### src/rtl/muldiv_hilo_ctrl.sv
// muldiv_hilo_ctrl: owns the HI/LO register pair for the EX stage.
// It decodes mult/multu/div/divu/mthi/mtlo, converts signed operands to
// magnitudes for the unsigned multiplier and divider, restores the result
// signs on writeback, and stalls the pipeline for dependent HI/LO accesses
// while an operation is in flight.
// Optional feature: define MULDIV_WATCHDOG_EN to add a divide watchdog that
// abandons a DIV after DIV_TIMEOUT cycles without Div_done.
module muldiv_hilo_ctrl #(
    parameter int MUL_LATENCY = 1
`ifdef MULDIV_WATCHDOG_EN
    , parameter int DIV_TIMEOUT = 64
`endif
) (
    input  logic        clock,
    input  logic        reset_n,
    input  logic        Op_valid,
    input  logic [2:0]  Op_code,
    input  logic [31:0] Operand_a,
    input  logic [31:0] Operand_b,
    input  logic        Mf_req,
    input  logic        Mf_sel,
    output logic [31:0] Mf_data,
    output logic        Stall,
    output logic        Busy,
    output logic        Divide_zero,
    output logic        Div_timeout,
    output logic [31:0] Hi,
    output logic [31:0] Lo,
    output logic [31:0] Mul_a,
    output logic [31:0] Mul_b,
    input  logic [63:0] Mul_product,
    output logic        Div_start,
    output logic [31:0] Div_dividend,
    output logic [31:0] Div_divisor,
    input  logic        Div_done,
    input  logic [31:0] Div_quotient,
    input  logic [31:0] Div_remainder
);

    typedef enum logic [1:0] {ST_IDLE = 2'd0, ST_MUL = 2'd1, ST_DIV = 2'd2} state_t;

    localparam logic [2:0] OP_MULT  = 3'b000;
    localparam logic [2:0] OP_MULTU = 3'b001;
    localparam logic [2:0] OP_DIV   = 3'b010;
    localparam logic [2:0] OP_DIVU  = 3'b011;
    localparam logic [2:0] OP_MTHI  = 3'b100;
    localparam logic [2:0] OP_MTLO  = 3'b101;

    function automatic logic [31:0] neg32(input logic [31:0] x);
        return ~x + 32'd1;
    endfunction

    function automatic logic [63:0] neg64(input logic [63:0] x);
        return ~x + 64'd1;
    endfunction

    function automatic logic [31:0] mag32(input logic [31:0] x, input logic is_signed);
        return (is_signed && x[31]) ? neg32(x) : x;
    endfunction

    state_t      state_q, state_d;
    logic [31:0] hi_q, hi_d, lo_q, lo_d;
    logic [31:0] mul_a_q, mul_a_d, mul_b_q, mul_b_d;
    logic [31:0] div_dividend_q, div_dividend_d, div_divisor_q, div_divisor_d;
    logic [2:0]  mul_cnt_q, mul_cnt_d;
    logic        neg_quot_q, neg_quot_d, neg_rem_q, neg_rem_d;
    logic        div_start_q, div_start_d, divide_zero_q, divide_zero_d;
`ifdef MULDIV_WATCHDOG_EN
    logic [31:0] wdog_q, wdog_d;
    logic        div_timeout_q, div_timeout_d;
`endif

    logic        busy_s, stall_s, op_accept_s, op_signed_s;
    logic [31:0] a_mag_s, b_mag_s, quot_s, rem_s;
    logic [63:0] product_s;

    // Decode, operand magnitudes, sign-restored results and stall request
    always_comb begin
        busy_s      = (state_q != ST_IDLE);
        stall_s     = busy_s && (Mf_req || Op_valid);
        op_accept_s = Op_valid && !stall_s;
        op_signed_s = (Op_code == OP_MULT) || (Op_code == OP_DIV);
        a_mag_s     = mag32(Operand_a, op_signed_s);
        b_mag_s     = mag32(Operand_b, op_signed_s);
        product_s   = neg_quot_q ? neg64(Mul_product) : Mul_product;
        quot_s      = neg_quot_q ? neg32(Div_quotient) : Div_quotient;
        rem_s       = neg_rem_q ? neg32(Div_remainder) : Div_remainder;
    end

    // Sequencer next-state: accept ops in IDLE, count down MUL, wait for the divider
    always_comb begin
        state_d        = state_q;
        hi_d           = hi_q;
        lo_d           = lo_q;
        mul_a_d        = mul_a_q;
        mul_b_d        = mul_b_q;
        div_dividend_d = div_dividend_q;
        div_divisor_d  = div_divisor_q;
        mul_cnt_d      = mul_cnt_q;
        neg_quot_d     = neg_quot_q;
        neg_rem_d      = neg_rem_q;
        div_start_d    = 1'b0;
        divide_zero_d  = 1'b0;
`ifdef MULDIV_WATCHDOG_EN
        wdog_d         = wdog_q;
        div_timeout_d  = 1'b0;
`endif
        case (state_q)
            ST_IDLE: begin
                if (op_accept_s) begin
                    case (Op_code)
                        OP_MULT, OP_MULTU: begin
                            mul_a_d    = a_mag_s;
                            mul_b_d    = b_mag_s;
                            neg_quot_d = op_signed_s && (Operand_a[31] ^ Operand_b[31]);
                            neg_rem_d  = 1'b0;
                            mul_cnt_d  = 3'(MUL_LATENCY);
                            state_d    = ST_MUL;
                        end
                        OP_DIV, OP_DIVU: begin
                            if (Operand_b != 32'd0) begin
                                div_dividend_d = a_mag_s;
                                div_divisor_d  = b_mag_s;
                                neg_quot_d     = op_signed_s && (Operand_a[31] ^ Operand_b[31]);
                                neg_rem_d      = (Op_code == OP_DIV) && Operand_a[31];
                                div_start_d    = 1'b1;
`ifdef MULDIV_WATCHDOG_EN
                                wdog_d         = 32'd0;
`endif
                                state_d        = ST_DIV;
                            end else begin
                                // Divide by zero leaves HI/LO untouched and never busies the unit
                                divide_zero_d  = 1'b1;
                            end
                        end
                        OP_MTHI: hi_d = Operand_a;
                        OP_MTLO: lo_d = Operand_a;
                        default: state_d = ST_IDLE;
                    endcase
                end else begin
                    state_d = ST_IDLE;
                end
            end
            ST_MUL: begin
                if (mul_cnt_q == 3'd0) begin
                    hi_d    = product_s[63:32];
                    lo_d    = product_s[31:0];
                    state_d = ST_IDLE;
                end else begin
                    mul_cnt_d = mul_cnt_q - 3'd1;
                end
            end
            ST_DIV: begin
                // A done pulse coincident with our own start pulse is stale and ignored
                if (Div_done && !div_start_q) begin
                    lo_d    = quot_s;
                    hi_d    = rem_s;
                    state_d = ST_IDLE;
`ifdef MULDIV_WATCHDOG_EN
                end else if (wdog_q == 32'(DIV_TIMEOUT - 1)) begin
                    div_timeout_d = 1'b1;
                    state_d       = ST_IDLE;
                end else begin
                    wdog_d = wdog_q + 32'd1;
                end
`else
                end else begin
                    state_d = ST_DIV;
                end
`endif
            end
            default: state_d = ST_IDLE;
        endcase
    end

    // State and HI/LO register update; reset discards any in-flight result
    always_ff @(posedge clock or negedge reset_n) begin
        if (!reset_n) begin
            state_q        <= ST_IDLE;
            hi_q           <= 32'd0;
            lo_q           <= 32'd0;
            mul_a_q        <= 32'd0;
            mul_b_q        <= 32'd0;
            div_dividend_q <= 32'd0;
            div_divisor_q  <= 32'd0;
            mul_cnt_q      <= 3'd0;
            neg_quot_q     <= 1'b0;
            neg_rem_q      <= 1'b0;
            div_start_q    <= 1'b0;
            divide_zero_q  <= 1'b0;
`ifdef MULDIV_WATCHDOG_EN
            wdog_q         <= 32'd0;
            div_timeout_q  <= 1'b0;
`endif
        end else begin
            state_q        <= state_d;
            hi_q           <= hi_d;
            lo_q           <= lo_d;
            mul_a_q        <= mul_a_d;
            mul_b_q        <= mul_b_d;
            div_dividend_q <= div_dividend_d;
            div_divisor_q  <= div_divisor_d;
            mul_cnt_q      <= mul_cnt_d;
            neg_quot_q     <= neg_quot_d;
            neg_rem_q      <= neg_rem_d;
            div_start_q    <= div_start_d;
            divide_zero_q  <= divide_zero_d;
`ifdef MULDIV_WATCHDOG_EN
            wdog_q         <= wdog_d;
            div_timeout_q  <= div_timeout_d;
`endif
        end
    end

    assign Mf_data      = Mf_sel ? hi_q : lo_q;
    assign Stall        = stall_s;
    assign Busy         = busy_s;
    assign Divide_zero  = divide_zero_q;
    assign Hi           = hi_q;
    assign Lo           = lo_q;
    assign Mul_a        = mul_a_q;
    assign Mul_b        = mul_b_q;
    assign Div_start    = div_start_q;
    assign Div_dividend = div_dividend_q;
    assign Div_divisor  = div_divisor_q;
`ifdef MULDIV_WATCHDOG_EN
    assign Div_timeout  = div_timeout_q;
`else
    assign Div_timeout  = 1'b0;
`endif

endmodule

### config.mk
export PLATFORM = sky130hd
export DESIGN_NAME = muldiv_hilo_ctrl
export DESIGN_NICKNAME = d
export VERILOG_FILES = /design/src/rtl/muldiv_hilo_ctrl.sv
export SDC_FILE = /design/constraint.sdc
export NUM_CORES = 1
export LEC_CHECK = 0
export BUFFER_PORTS_ARGS = -buffer_cell sky130_fd_sc_hd__buf_2
export CAP_MARGIN = 20
export CORE_AREA = 2 2 168 170
export DETAILED_ROUTE_END_ITERATION = 16
export DIE_AREA = 0 0 170 172
export GPL_TIMING_DRIVEN = 0
export PLACE_DENSITY = 0.85
export SLEW_MARGIN = 20
export SYNTH_ARGS = -nofsm -noshare
export SYNTH_HDL_FRONTEND = slang
export SYNTH_SLANG_ARGS = --single-unit
export TNS_END_PERCENT = 1
### constraint.sdc
create_clock -name clock -period 6.7 [get_ports clock]
set_input_delay 0.67 -clock clock [delete_from_list [all_inputs] [get_ports clock]]
set_output_delay 0.67 -clock clock [all_outputs]
set_load 0.05 [all_outputs]
* After elaboration in Yosys (flattened, before gate mapping) *
Index checks and enable logic that the tools add are counted.

storage, ports and cells
  memories = 0
  word-level logic and storage cells = 108
  memory bits (read-only) = 0
  memory bits (writable) = 0
  bits in registers = 201
  latch bits = 0

cells by class
  equality and inequality tests = 17
  reductions and logical operators = 29
  muxes and demuxes = 38
  bitwise gates (word level) = 6
  $lt $le $gt $ge = 0
  shift-type cells = 0
  $add $sub $neg = 6
  multiply operators = 0
  divide/modulo/power cells = 0

operators by type and width
  cell                                                   count
  2-to-1 mux 32 bit                                      13
  case mux 32 bit (3 select lines)                       2
  adder 32 x 1 -> 32 bit, second input constant          4
  inverter 32 bit                                        4
  adder 64 x 1 -> 64 bit, second input constant          1
  2-to-1 mux 64 bit                                      1
  inverter 64 bit                                        1
  nonzero test 32 bit                                    1
  case mux 2 bit (3 select lines)                        2
  AND reduction 4 bit                                    3
  2-to-1 mux 1 bit                                       10
  inequality test 2 bit, second input constant           5
  AND reduction 5 bit                                    2
  2-to-1 mux 3 bit                                       3
  2-to-1 mux 2 bit                                       4
  logical AND 1 bit                                      7
  == test 3 x 2 -> 1 bit, second input constant          2
  == test 3 bit, second input constant                   2
  logical NOT 3 bit                                      2
  inequality test 2 x 1 -> 1 bit, second input constant  3
  case mux 3 bit (2 select lines)                        1
  AND reduction 3 bit                                    2
  nonzero test 2 bit                                     3
  OR reduction 2 bit                                     3
  other kinds (12)                                       15

* Longest topological paths before layout *
  depth in word-level cells = 6
  depth in mapped cells = 12
  mapped depth without buffers = 8

* Worst setup path before layout *
No wires, ideal clock.

  kind = input to register
  start = in Mul_product[40]
  end = reg hi_q[31] (netlist: Hi[31])
  arrival time = 3.074 ns
  data required time = 6.568 ns
  slack = 3.494 ns
  buffers on the path = 2
  stages on the path = 8
  cell sequence = or4_4 > or4_4 > buf_6 > or3_1 > buf_2 > or4_4 > o31ai_2 > a31oi_1

between the ends
  longest elaborated chain between the ends = 5

ends and longest elaborated chain
  item                              RTL line  RTL
  start, declared                   31        input logic [63:0] Mul_product,
  inverter 64 bit                   54        return ~x + 64'd1;
  adder 64 x 1 -> 64 bit            54
  2-to-1 mux 64 bit                 85        product_s = neg_quot_q ? neg64(Mul_product) : Mul_product;
  2-to-1 mux 32 bit                 145       if (mul_cnt_q == 3'd0) begin
  case mux 32 bit (3 select lines)  108       case (state_q)
  end signal, assigned              197       hi_q <= hi_d;
  end, declared                     62        logic [31:0] hi_q, hi_d, lo_q, lo_d;

No other way between the ends. The select of a mux whose other input is x is not followed.
A chain may end at the register's enable or synchronous reset.

* Worst setup path in the final report *
  start = reg state_q[0]
  end = reg hi_q[24] (netlist: Hi[24])

between the ends
  longest elaborated chain between the ends = 6
  elaborated cells between the ends (all ways) = 14

ends and longest elaborated chain
  item                                    RTL line  RTL
  start, declared                         61        state_t state_q, state_d;
  start signal, assigned                  196       state_q <= state_d;
  nonzero test 2 bit                      79        busy_s = (state_q != ST_IDLE);
  logical AND 1 bit                       80        stall_s = busy_s && (Mf_req || Op_valid);
  logical NOT 1 bit                       81        op_accept_s = Op_valid && !stall_s;
  logical AND 1 bit                       81
  inequality test 2 bit (no source line)  --
  AND reduction 5 bit (no source line)    --

Parallel ways exist; a longest one is shown, timed or not.

==> impl_results.md <==
* Minimum clock period at 3.71 ns
* CP peak stage delay at 0.77 ns
* Synth unique cells at 69
* Via count at approximately 16,000
* PwrDens at roughly 540 nW/µm²
* Post-route DRC at 0
* Leakage at 7.39 nW
* Wire per inst at 25.9 µm
* Fin area at approximately 17,000 µm²
* Crit. End Element: flop
* Final Hold Fails at 0
* Mapped Area at around 14,000 µm²
* Tightest Pin Transition at 0.965 ns
* Gpl congestion at 1.08
* Worst skew pair latency at 0.51 ns
* PortBufs at approximately 420
* Critical path's slowest cell: a221oi_1
* Synthesis Warnings at 0
* Most common cell after layout, fill and taps aside: buf_2
* Reg2Reg Setup Slack at 2.99 ns
* Final ANT Viol Nets at 0
* Num ports at 430
* Routed Wire Length at 64,100 µm
* First-pass GRT wire length at slightly above 90,000 µm
* TritonRoute pass-1 iters at 6
* Switch Pwr at about 5.4 mW
* CP Cell Sequence: inv_1, ha_1, clkbuf_1, mux2i_1, a221oi_1, nand2_1, nor2_1, nand4_1, o31a_1
* Worst-path clk slew at approximately 0.07 ns
* Arr. time, crit path at 4.12 ns
* Cts bufs inserted at 21
* CP Max Fanout at 10
* Post-synth EDFFs at 0
* Vias per inst at approximately 6.6
* Status: complete, no violations
* WP buf/inv at 2
* Initial DRC Count at about 2,200
* Reg2reg start: state_q[0]
* CP Class: flop to flop
* Die area at 29,200 µm²
* Power Internal at 3.76 mW
* Setup TNS at 0 ns
* Final setup viols at 0
* Reg power frac at 0.258
* Max IR drop VDD at between 0.0003 and 0.0004 V
* Die H at roughly 170 µm
* Worst Path Required at 7.11 ns
* Initial antenna violation count at 8
* Dpl cells at 2,436
* Root Buffer: clkbuf_16
* Worst slack, placed at about 2.8 ns
* TritonCTS clock tree: yes
* Net Count, Synth at roughly 1,900
* RSZ-0062 raised after global routing: no
* Clk sink count at around 200
* Share of cells above drive strength 1 at 0.246
* DP Area at about 16,000 µm²
* Setup Fix Bufs, Post-CTS at 0
* R2r worst-path depth at 9
* H-tree depth at 1
* CTS Hold Bufs at 0
* Largest net degree at the start of global routing at 81
* Max Cap Viol at 0
* Avg Inst Size Synth at roughly 8.3 µm²
* CTS resizes at 0
* Period utilization at 0.554
* Flops & latches, synth at about 200
* Total power at around 9.2 mW
* GRT overflow at 0
* Dominant synthesized flop cell: dfrtp_1
* Fmax at 0.269 GHz
* Cell family with most CP delay: simple AND/OR/NAND/NOR gates
* Seq/Total Area, Yosys at 0.366
* Area delta synth->final at 24.1%
* Setup ws final at 2.99 ns
* Mapped Cells at approximately 1,700
* Floorplan row count at approximately 60
* Net Sw Frac at 0.591
* Final cell count without fillers at roughly 2,500
* Async set-reset flop share out of synthesis at 1.00
* Comb pwr share at 0.617
* Crit Reg-Reg Endpoint: Hi[24]
* Final net count at 2,325
* GRT Overall Usage at 0.424
* Worst Clk Skew at 0.0279 ns
* CTS Buffer Depth at 3
* Commonest cells after routing, fill and taps aside: buf_2 (426), nand2_1 (220), dfrtp_1 (201)
* Number of global-route vias before repair at 15,247
* Clk pwr share at 0.126
* Max Transition Viols Final at 0
* Relative slew slack at 0.351
* Worst setup SP type: flop
* Core area at approximately 27,000 µm²
* Die width at approximately 170 µm
* Initial Util at 0.500
* Tightest Hold Check Type: primary input to async pin
* Final HPWL DP at approximately 51,000 µm
[through the flow]
stage / utilization / hold WS (ns)
after global placement: 0.593 / 0.455
after detailed placement: 0.595 / 0.465
after floorplan: - / 0.374
after CTS: 0.619 / 0.113
final: 0.620 / 0.0748
after global routing: 0.620 / 0.124
[registers in the layout, summed over array words and instances (netlist names)]
name	cells
Mul_b	32
state_q	2
Lo	32
neg_rem_q	1
Div_start	1
Div_dividend	32
mul_cnt_q	3
Divide_zero	1
Mul_a	32
Div_divisor	32
Hi	32
neg_quot_q	1
[synthesized netlist by cell type, types with 10 or more instances]
master    number  area, µm²
xor2_1        39        342
a221oi_1      31        272
a211oi_1      15        113
a21oi_1       73        365
mux2_2        39        439
a21o_1        10       75.1
or4_1         35        263
a31oi_1       21        131
ha_1          11        138
xnor2_1      106        928
mux2i_1       15        150
nor4_1        31        194
nand4_1       21        131
nand2b_1      16        100
inv_1         32        120
nand3_1       19       95.1
nor2_1       132        495
nand2_1      220        826
o31ai_1       62        465
clkbuf_1      94        353
o21ai_0      199        996
dfrtp_1      201       5030
nor3_1        49        245
or3_1         38        238
o41ai_1       26        228
[worst max-delay path by stage]
| stage | from | to | slack (ns) | depth (start not counted) |
|---|---|---|---|---|
| final | state_q[0] | Hi[24] | 2.99 | 9 |
| after global routing | state_q[1] | Hi[24] | 2.87 | 9 |
| after CTS | state_q[0] | Hi[6] | 3.12 | 11 |
| after detailed placement | Operand_b[17] | Div_dividend[12] | 2.78 | 11 |
| after global placement | reset_n | Div_dividend[20] | 1.74 | 1 |
| after floorplan | Mul_product[40] | Hi[31] | 3.49 | 8 |
[kinds of logic after synthesis]
kind of cell,after synthesis,share of synthesized area
buf+inv,141,0.0396
xor+xnor,145,0.0925
flops,201,0.366
compound gates,494,0.229
simple gates,617,0.219
mux,54,0.0429
other cells,1,0.000273
fa+ha+maj,11,0.0100
[worst register-to-register path: cells and delay by family (launching register included)]
| family | cells | cell delay, ns |
|---|---|---|
| AO/OA/AOI/OAI | 2 | 1.07 |
| adder cells (fa/ha/maj) | 1 | 0.17 |
| buffers and inverters | 2 | 0.45 |
| flip-flops | 1 | 0.41 |
| multiplexers | 1 | 0.16 |
| AND/OR/NAND/NOR | 3 | 1.33 |
[power by group through the flow]
stage | registers (mW) | clock network [mW] | logic, mW
final | 2.36 | 1.15 | 5.66
after global routing | 2.39 | 1.20 | 5.92
after CTS | 2.32 | 1.14 | 5.56
after detailed placement | 2.33 | 0 | 5.54
after global placement | 2.31 | 0 | 5.47
after floorplan | 4.17 | 0 | 1.93
[layer usage]
layer,vias up,part of all wire,track usage
met3,279,0.12,0.103
met4,0,0.073,0.265
met1,7750,0.37,0.540
met5,-,0,0
met2,1282,0.44,0.651
li1,7048,-,-
[area by class of cell]
class	count	area, µm²
tap	346	433
inverter	34	128
clock buffer	28	592
clock inverter	6	66.3
multi-input combinational	1322	8160
fill	2454	10400
buffer	107	417
antenna	9	22.5
timing repair buffer	426	2190
sequential	201	5030
No activity file was read; power rests on OpenSTA's default activity.
